--- src/rtl/uart_tx_fifo_bridge.sv ---
// Byte FIFO between the UART receiver and transmitter: buffers received bytes
// and issues them one at a time, waiting for each transmit frame to complete.
module uart_tx_fifo_bridge #(
  parameter int DEPTH_LOG2 = 4,
  parameter int DATA_WIDTH = 8
) (
  input  logic                  clk,
  input  logic                  reset,
  input  logic [DATA_WIDTH-1:0] i_rx_data,
  input  logic                  i_rx_done,
  input  logic                  i_tx_done,
  output logic                  o_tx_start,
  output logic [DATA_WIDTH-1:0] o_tx_data,
  output logic                  o_full,
  output logic                  o_empty,
  output logic [DEPTH_LOG2:0]   o_count,
  output logic                  o_overflow
);

  localparam int DEPTH = 1 << DEPTH_LOG2;
  localparam logic [DEPTH_LOG2:0]   FULL_COUNT = {1'b1, {DEPTH_LOG2{1'b0}}};
  localparam logic [DEPTH_LOG2:0]   COUNT_ONE  = (DEPTH_LOG2 + 1)'(1);
  localparam logic [DEPTH_LOG2-1:0] PTR_ONE    = DEPTH_LOG2'(1);

  typedef enum logic [1:0] {
    IDLE,
    START,
    BUSY
  } state_e;

  state_e                state_q, state_d;
  logic [DATA_WIDTH-1:0] mem_q [DEPTH];
  logic [DEPTH_LOG2-1:0] wptr_q, wptr_d;
  logic [DEPTH_LOG2-1:0] rptr_q, rptr_d;
  logic [DEPTH_LOG2:0]   count_q, count_d;
  logic [DATA_WIDTH-1:0] tx_data_q, tx_data_d;
  logic                  tx_start_q, tx_start_d;
  logic                  overflow_q, overflow_d;
  logic                  full, empty, pop, push;

  always_comb begin
    // NOTE: every signal gets a default first so no path leaves it unassigned (no latches).
    state_d    = state_q;
    wptr_d     = wptr_q;
    rptr_d     = rptr_q;
    count_d    = count_q;
    tx_data_d  = tx_data_q;
    overflow_d = overflow_q;

    full  = (count_q == FULL_COUNT);
    empty = (count_q == '0);
    pop   = (state_q == IDLE) && !empty;
    // A pop on the same edge frees a slot, so a push into a full FIFO still lands.
    push  = i_rx_done && (!full || pop);

    if (push) begin
      wptr_d = wptr_q + PTR_ONE;
    end
    if (pop) begin
      rptr_d    = rptr_q + PTR_ONE;
      tx_data_d = mem_q[rptr_q];
    end

    case ({push, pop})
      2'b10:   count_d = count_q + COUNT_ONE;
      2'b01:   count_d = count_q - COUNT_ONE;
      default: count_d = count_q;
    endcase

    if (i_rx_done && !push) begin
      overflow_d = 1'b1;
    end

    case (state_q)
      IDLE:    if (pop) state_d = START;
      START:   state_d = BUSY;
      BUSY:    if (i_tx_done) state_d = IDLE;
      default: state_d = IDLE;
    endcase

    tx_start_d = (state_d == START);
  end

  // NOTE: the storage array is deliberately not reset; a slot is only read after it was written.
  always_ff @(posedge clk) begin
    if (push) begin
      mem_q[wptr_q] <= i_rx_data;
    end
  end

  // NOTE: sequential state uses non-blocking assignments so all flops update from pre-edge values.
  always_ff @(posedge clk or negedge reset) begin
    if (!reset) begin
      state_q    <= IDLE;
      wptr_q     <= '0;
      rptr_q     <= '0;
      count_q    <= '0;
      tx_data_q  <= '0;
      tx_start_q <= 1'b0;
      overflow_q <= 1'b0;
    end else begin
      state_q    <= state_d;
      wptr_q     <= wptr_d;
      rptr_q     <= rptr_d;
      count_q    <= count_d;
      tx_data_q  <= tx_data_d;
      tx_start_q <= tx_start_d;
      overflow_q <= overflow_d;
    end
  end

  assign o_tx_start = tx_start_q;
  assign o_tx_data  = tx_data_q;
  assign o_count    = count_q;
  assign o_full     = (count_q == FULL_COUNT);
  assign o_empty    = (count_q == '0);
  assign o_overflow = overflow_q;

endmodule

--- config.mk ---
export PLATFORM = sky130hd
export DESIGN_NAME = uart_tx_fifo_bridge
export DESIGN_NICKNAME = d
export VERILOG_FILES = /design/src/rtl/uart_tx_fifo_bridge.sv
export SDC_FILE = /design/constraint.sdc
export NUM_CORES = 1
export LEC_CHECK = 0
export ABC_AREA = 1
export ABC_CLOCK_PERIOD_IN_PS = 1880
export CORE_ASPECT_RATIO = 1.2
export CORE_MARGIN = 3
export CORE_UTILIZATION = 40
export CTS_CLUSTER_DIAMETER = 120
export CTS_CLUSTER_SIZE = 16
export DETAILED_ROUTE_END_ITERATION = 16
export SLEW_MARGIN = 20
export SYNTH_ARGS = -nofsm -noshare
export SYNTH_HDL_FRONTEND = slang
export SYNTH_SLANG_ARGS = --single-unit
--- constraint.sdc ---
create_clock -name clk -period 1.88 [get_ports clk]
set_clock_uncertainty 0.15 [all_clocks]
set_input_delay 0.282 -clock clk [delete_from_list [all_inputs] [get_ports clk]]
set_output_delay 0.282 -clock clk [all_outputs]
set_load 0.05 [all_outputs]
* Yosys cells after proc, flatten, opt, wreduce, memory -nomap -nowiden
Memories as Yosys holds them, arrays and structs flattened. A register that Yosys moved wholly into a read port is not among the register bits. Index checks and enable logic that the tools add are counted.
Storage, ports and cells: register bits after elaboration 17, word-level logic and storage cells 34, input port bits 12, memories kept 1, memory bits (writable) 128
Memory list:
- mem_q | words 16, width 8, read ports 1, clocked after Yosys merged registers in 1, wr ports 1, RTL line 32 | logic [DATA_WIDTH-1:0] mem_q [DEPTH];
Cells by class: muxes and demuxes 6, reductions and logical operators 11, eq/ne operators 6, add/subtract/negate cells 4
Operator list (count):
- one-hot mux 5 bit (2 select lines) | 1
- adder 4 x 1 -> 4 bit (second input constant) | 2
- equality test 2 x 1 -> 1 bit (second input constant) | 3
- one-hot mux 2 bit (3 select lines) | 1
- adder 5 x 1 -> 5 bit (second input constant) | 1
- equality test 5 bit (second input constant) | 1
- zero test 5 bit | 1
- subtractor 5 x 1 -> 5 bit (second input constant) | 1
- equality test 2 bit (second input constant) | 2
- zero test 1 bit | 4
- 2-to-1 mux 2 bit | 2
- logical AND 1 bit | 3
- zero test 2 bit | 1
- 2-to-1 mux 1 bit | 2
- nonzero test 2 bit | 1
- logical OR 1 bit | 1

* Depth between registers and ports, before layout
depth in word-level cells 7, depth in mapped cells 14

* Least setup slack after synthesis
Ideal clock, no wire load.
kind register to register, start register count_q[1] (netlist: o_count[1]), end register count_q[4] (netlist: o_count[4]), arrival 2081 ps, buffers on the path 0, required time 1617 ps, setup slack -465 ps, cell stages (with the launch flop) 14, period minus slack after synthesis 2345 ps, path through dfrtp_1 > nor2_2 > nand3_2 > nand2_2 > inv_2 > nand2_2 > inv_1 > fa_1 > nand3_1 > nand3_1 > nand2_1 > nand3_1 > nand2_1 > inv_1
Between the ends: longest elaborated chain between the ends 7, elaborated cells between the ends (all ways) 13, classes of those cells add/sub (2); eq/ne (3); mux (1); reduce/logical (7)
RTL lines:
- start: declaration | RTL line 35 | logic [DEPTH_LOG2:0] count_q, count_d;
- start signal: assignment | RTL line 105 | count_q <= count_d;
- zero test 5 bit | RTL line 51 | empty = (count_q == '0);
- zero test 1 bit | RTL line 52 | pop = (state_q == IDLE) && !empty;
- logical AND 1 bit | RTL line 52
- logical OR 1 bit | RTL line 54 | push = i_rx_done && (!full || pop);
- logical AND 1 bit | RTL line 54
- equality test 2 x 1 -> 1 bit / equality test 2 bit (equally long branches) | RTL line 64 | case ({push, pop})
- one-hot mux 5 bit (2 select lines) / nonzero test 2 bit (equally long branches)
Several ways; a longest one is shown, not always the timed one. A chain may end at the register's enable or synchronous reset.

* Worst setup path after layout
start register count_q[1] (netlist: o_count[1]), end output o_empty
Between the ends: longest elaborated chain between the ends 1
RTL lines:
- zero test 5 bit | RTL line 116 | assign o_empty = (count_q == '0);
- end: declaration | RTL line 15 | output logic o_empty,
Every way passes these cells.

==> results.sh <==
export IMPL_grtUsageTotal_pct=17.71
export IMPL_grt_antenna_before_repair=0
export IMPL_power_density_nw_per_um2=1672
export IMPL_area_growth_pct=23.57
export IMPL_power_total_uw=13960
export IMPL_stdcell_area_um2=8351
export IMPL_synth_edf_count=128
export IMPL_hold_path_class="input pin to asynchronous set/reset pin"
export IMPL_layout_drive_gt1_share_pct=21.13
export IMPL_fill_cells=1418
export IMPL_ys_top_cells_by_count="nand2_1 (220), edfxtp_1 (128), nand3_1 (88)"
export IMPL_start_util_pct=41.21
export IMPL_dp_hpwl_um=10300
export IMPL_clock_root_buffer="clkbuf_16"
export IMPL_drt_initial_drc_count=274
export IMPL_rsz0062_at_grt="yes"
export IMPL_firstDrtPassIters=5
export IMPL_path_common_cell="buf_4"
export IMPL_grt_pass1_wl_um=25290
export IMPL_ys_types=29
export IMPL_grt_max_degree=43
export IMPL_drv_cap=0
export IMPL_path_class="flop to output port"
export IMPL_synthArstFlopShare_pct=16.34
export IMPL_vias=4586
export IMPL_path_delay_family="buffers and inverters"
export IMPL_diodes=0
export IMPL_cts_tree="yes"
export IMPL_final_util_pct=50.92
export IMPL_finalSetupViolCount=35
export IMPL_pre_cts_ws_ns=-0.2347
export IMPL_cts_max_level=4
export IMPL_clk_pin_slew_ns=0.06
export IMPL_syn_inst=641
export IMPL_die_area_um2=18500
export IMPL_synthesis_nets=662
export IMPL_clock_fmax_mhz=513.7
export IMPL_worst_slew_pin_slew_ns=0.4985
export IMPL_portBuffers=28
export IMPL_cp_arrival_ns=1.51
export IMPL_cp_end_kind="output port"
export IMPL_worstPathCellList="nor2_4, nand3_2, buf_4, buf_4, inv_4, buf_12"
export IMPL_final_antenna_net_count=0
export IMPL_cts_buffers_inserted=17
export IMPL_cp_start_kind="flop"
export IMPL_clock_sinks=153
export IMPL_slowest_delay_ns=0.42
export IMPL_nNetsFinal=732
export IMPL_yosysMostFrequentCell="nand2_1"
export IMPL_final_hold_viol_count=0
export IMPL_setup_ws_ns=-0.06665
export IMPL_synth_ff_type="edfxtp_1"
export IMPL_syn_cell_area_um2=6758
export IMPL_status="finished, violations left"
export IMPL_avgRoutedWirePerCell_um=16.59
export IMPL_remaining_drc_errors=0
export IMPL_yosysTopAreaCell="edfxtp_1"
export IMPL_violations="negative setup slack"
export IMPL_overflow=0
export IMPL_rows=51
export IMPL_fin_crit_ns=1.947
export IMPL_placed_area_um2=7592
export IMPL_synth_warnings=0
export IMPL_clockBufferDepth=2
export IMPL_yosysSeqAreaShare_pct=66.14
export IMPL_via_per_inst=4.900
export IMPL_worstPathMaxFanout=2
export IMPL_path_buf_inv=4
export IMPL_ios=29
export IMPL_p_leak_uw=0.003597
export IMPL_synth_top_area_share_pct=56.88
export IMPL_syn_avg_cell_area_um2=10.54
export IMPL_clk_latency_ns=0.42
export IMPL_crit_required_ns=1.45
export IMPL_core_um2=16400
export IMPL_vdd_drop_max_v=0.0008837
export IMPL_ys_ff_latch=153
export IMPL_die_w_um=124.7
export IMPL_routed_wirelength_um=15530
export IMPL_slowest_stage="dfrtp_2"
export IMPL_drv_slew=0
export IMPL_relSlewSlack_pct=66.56
export IMPL_yosys_top_cells_area="edfxtp_1 (57%), nand2_1 (12%), dfrtp_1 (9.3%), nand3_1 (6.5%), inv_1 (4.6%)"
export IMPL_die_height_um=148.4
export IMPL_grt_pass1_vias=4727
export IMPL_gp_congestion=0.8061
export IMPL_holdWs_ns=0.08302
export IMPL_finalCritPeriodShare_pct=103.5
## power breakdown
group	internal, uW	leakage, uW	total (uW)	switching [uW]
logic	1940	0.00182	5600	3650
registers	4240	0.00145	4530	286
clock network	2500	0.000326	3840	1340
total	8690	0.00360	14000	5270
## cell families (layout without fill, tap and decap cells)
group | Yosys count | count (layout) | share of synthesized area (%)
simple gates | 337 | 337 | 21.00
compound gates | 17 | 17 | 1.703
fa+ha+maj | 9 | 9 | 1.778
buf+inv | 116 | 199 | 8.110
xor+xnor | 9 | 9 | 1.278
flops | 153 | 153 | 66.14
## state kept, by name, summed over array words and instances, names as in the netlist
signal      count
o_tx_data       8
o_tx_start      1
o_overflow      1
state_q         2
o_count         5
wptr_q          4
rptr_q          4
mem_q         128
## cell usage in the layout, fill, tap and decap left out, types with 2 or more instances in the layout
cell type and count:
a21oi_2 2, buf_12 7, buf_4 58, buf_6 2, bufinv_16 6, clkbuf_16 17, clkdlybuf4s50_1 11, clkinv_1 3
clkinv_4 6, dfrtp_1 19, dfrtp_2 6, edfxtp_1 128, ha_1 6, ha_4 2, inv_1 80, inv_2 4
inv_4 2, inv_6 2, nand2_1 216, nand2_2 6, nand2_4 2, nand3_1 85, nand3_2 5, nor2_1 2
nor2_2 17, nor2_4 2, o211ai_1 8, o21ai_0 2, xor2_1 7
## through the flow
stage | TNS, ns | std cells
floorplan | -0.4138 | 641
global placement | -19.04 | 901
detailed placement | -20.50 | 901
CTS | -0.6690 | 935
global route | -2.989 | 936
finish | -0.5896 | 936
## metal layers
| layer | vias to the layer above | GRT usage [%] | part of all wire [%] |
|---|---|---|---|
| met2 | 107 | 31.87 | 54 |
| met3 | 16 | 3.592 | 4.5 |
| met1 | 2240 | 21.39 | 41 |
| li1 | 2223 | - | - |
| met4 | 0 | 5.702 | 1.4 |
| met5 | - | 0 | 0 |
## final timing paths
kind | start | to | slack [ns] | depth (start not counted)
min reg2reg | o_overflow$_DFFE_PN0P_ | o_overflow$_DFFE_PN0P_ | 0.32 | 1
max reg2reg | o_count[1]$_DFFE_PN0P_ | o_count[4]$_DFFE_PN0P_ | -0.06 | 13
max | o_count[1]$_DFFE_PN0P_ | o_empty | -0.07 | 6
min | reset | o_count[2]$_DFFE_PN0P_ | 0.08 | 2
max in group asynchronous | reset | rptr_q[0]$_DFFE_PN0P_ | 1.20 | 2
min in group clk | o_overflow$_DFFE_PN0P_ | o_overflow$_DFFE_PN0P_ | 0.32 | 1
## timing repair
action,CTS,global route
pin swaps,8,8
setup buffers,2,1
cloned,0,0
setup endpoints to repair,15,100
hold buffers,0,0
gates resized for setup,10,7
## worst register-to-register path, stage by stage (launching register included)
cell and delay (ns):
dfrtp_2 0.42, nor2_4 0.13, nand3_2 0.10, nand2_2 0.08, inv_2 0.05, nand2_4 0.07, inv_6 0.05, fa_2 0.37
nand3_4 0.08, nand3_2 0.07, nand2_2 0.08, nand3_1 0.08, nand2_1 0.06, inv_1 0.03
## final cells by class
class	instances	area, um^2	area share (%)
clock inverter	14	245.2	2.937
multi-input combinational	372	1882	22.54
timing repair buffer	78	708.2	8.481
inverter	89	344.1	4.120
clock buffer	18	429.2	5.139
tap	212	265.3	3.177
sequential	153	4477	53.61
Note: power is estimated with default switching activity, not from simulation.
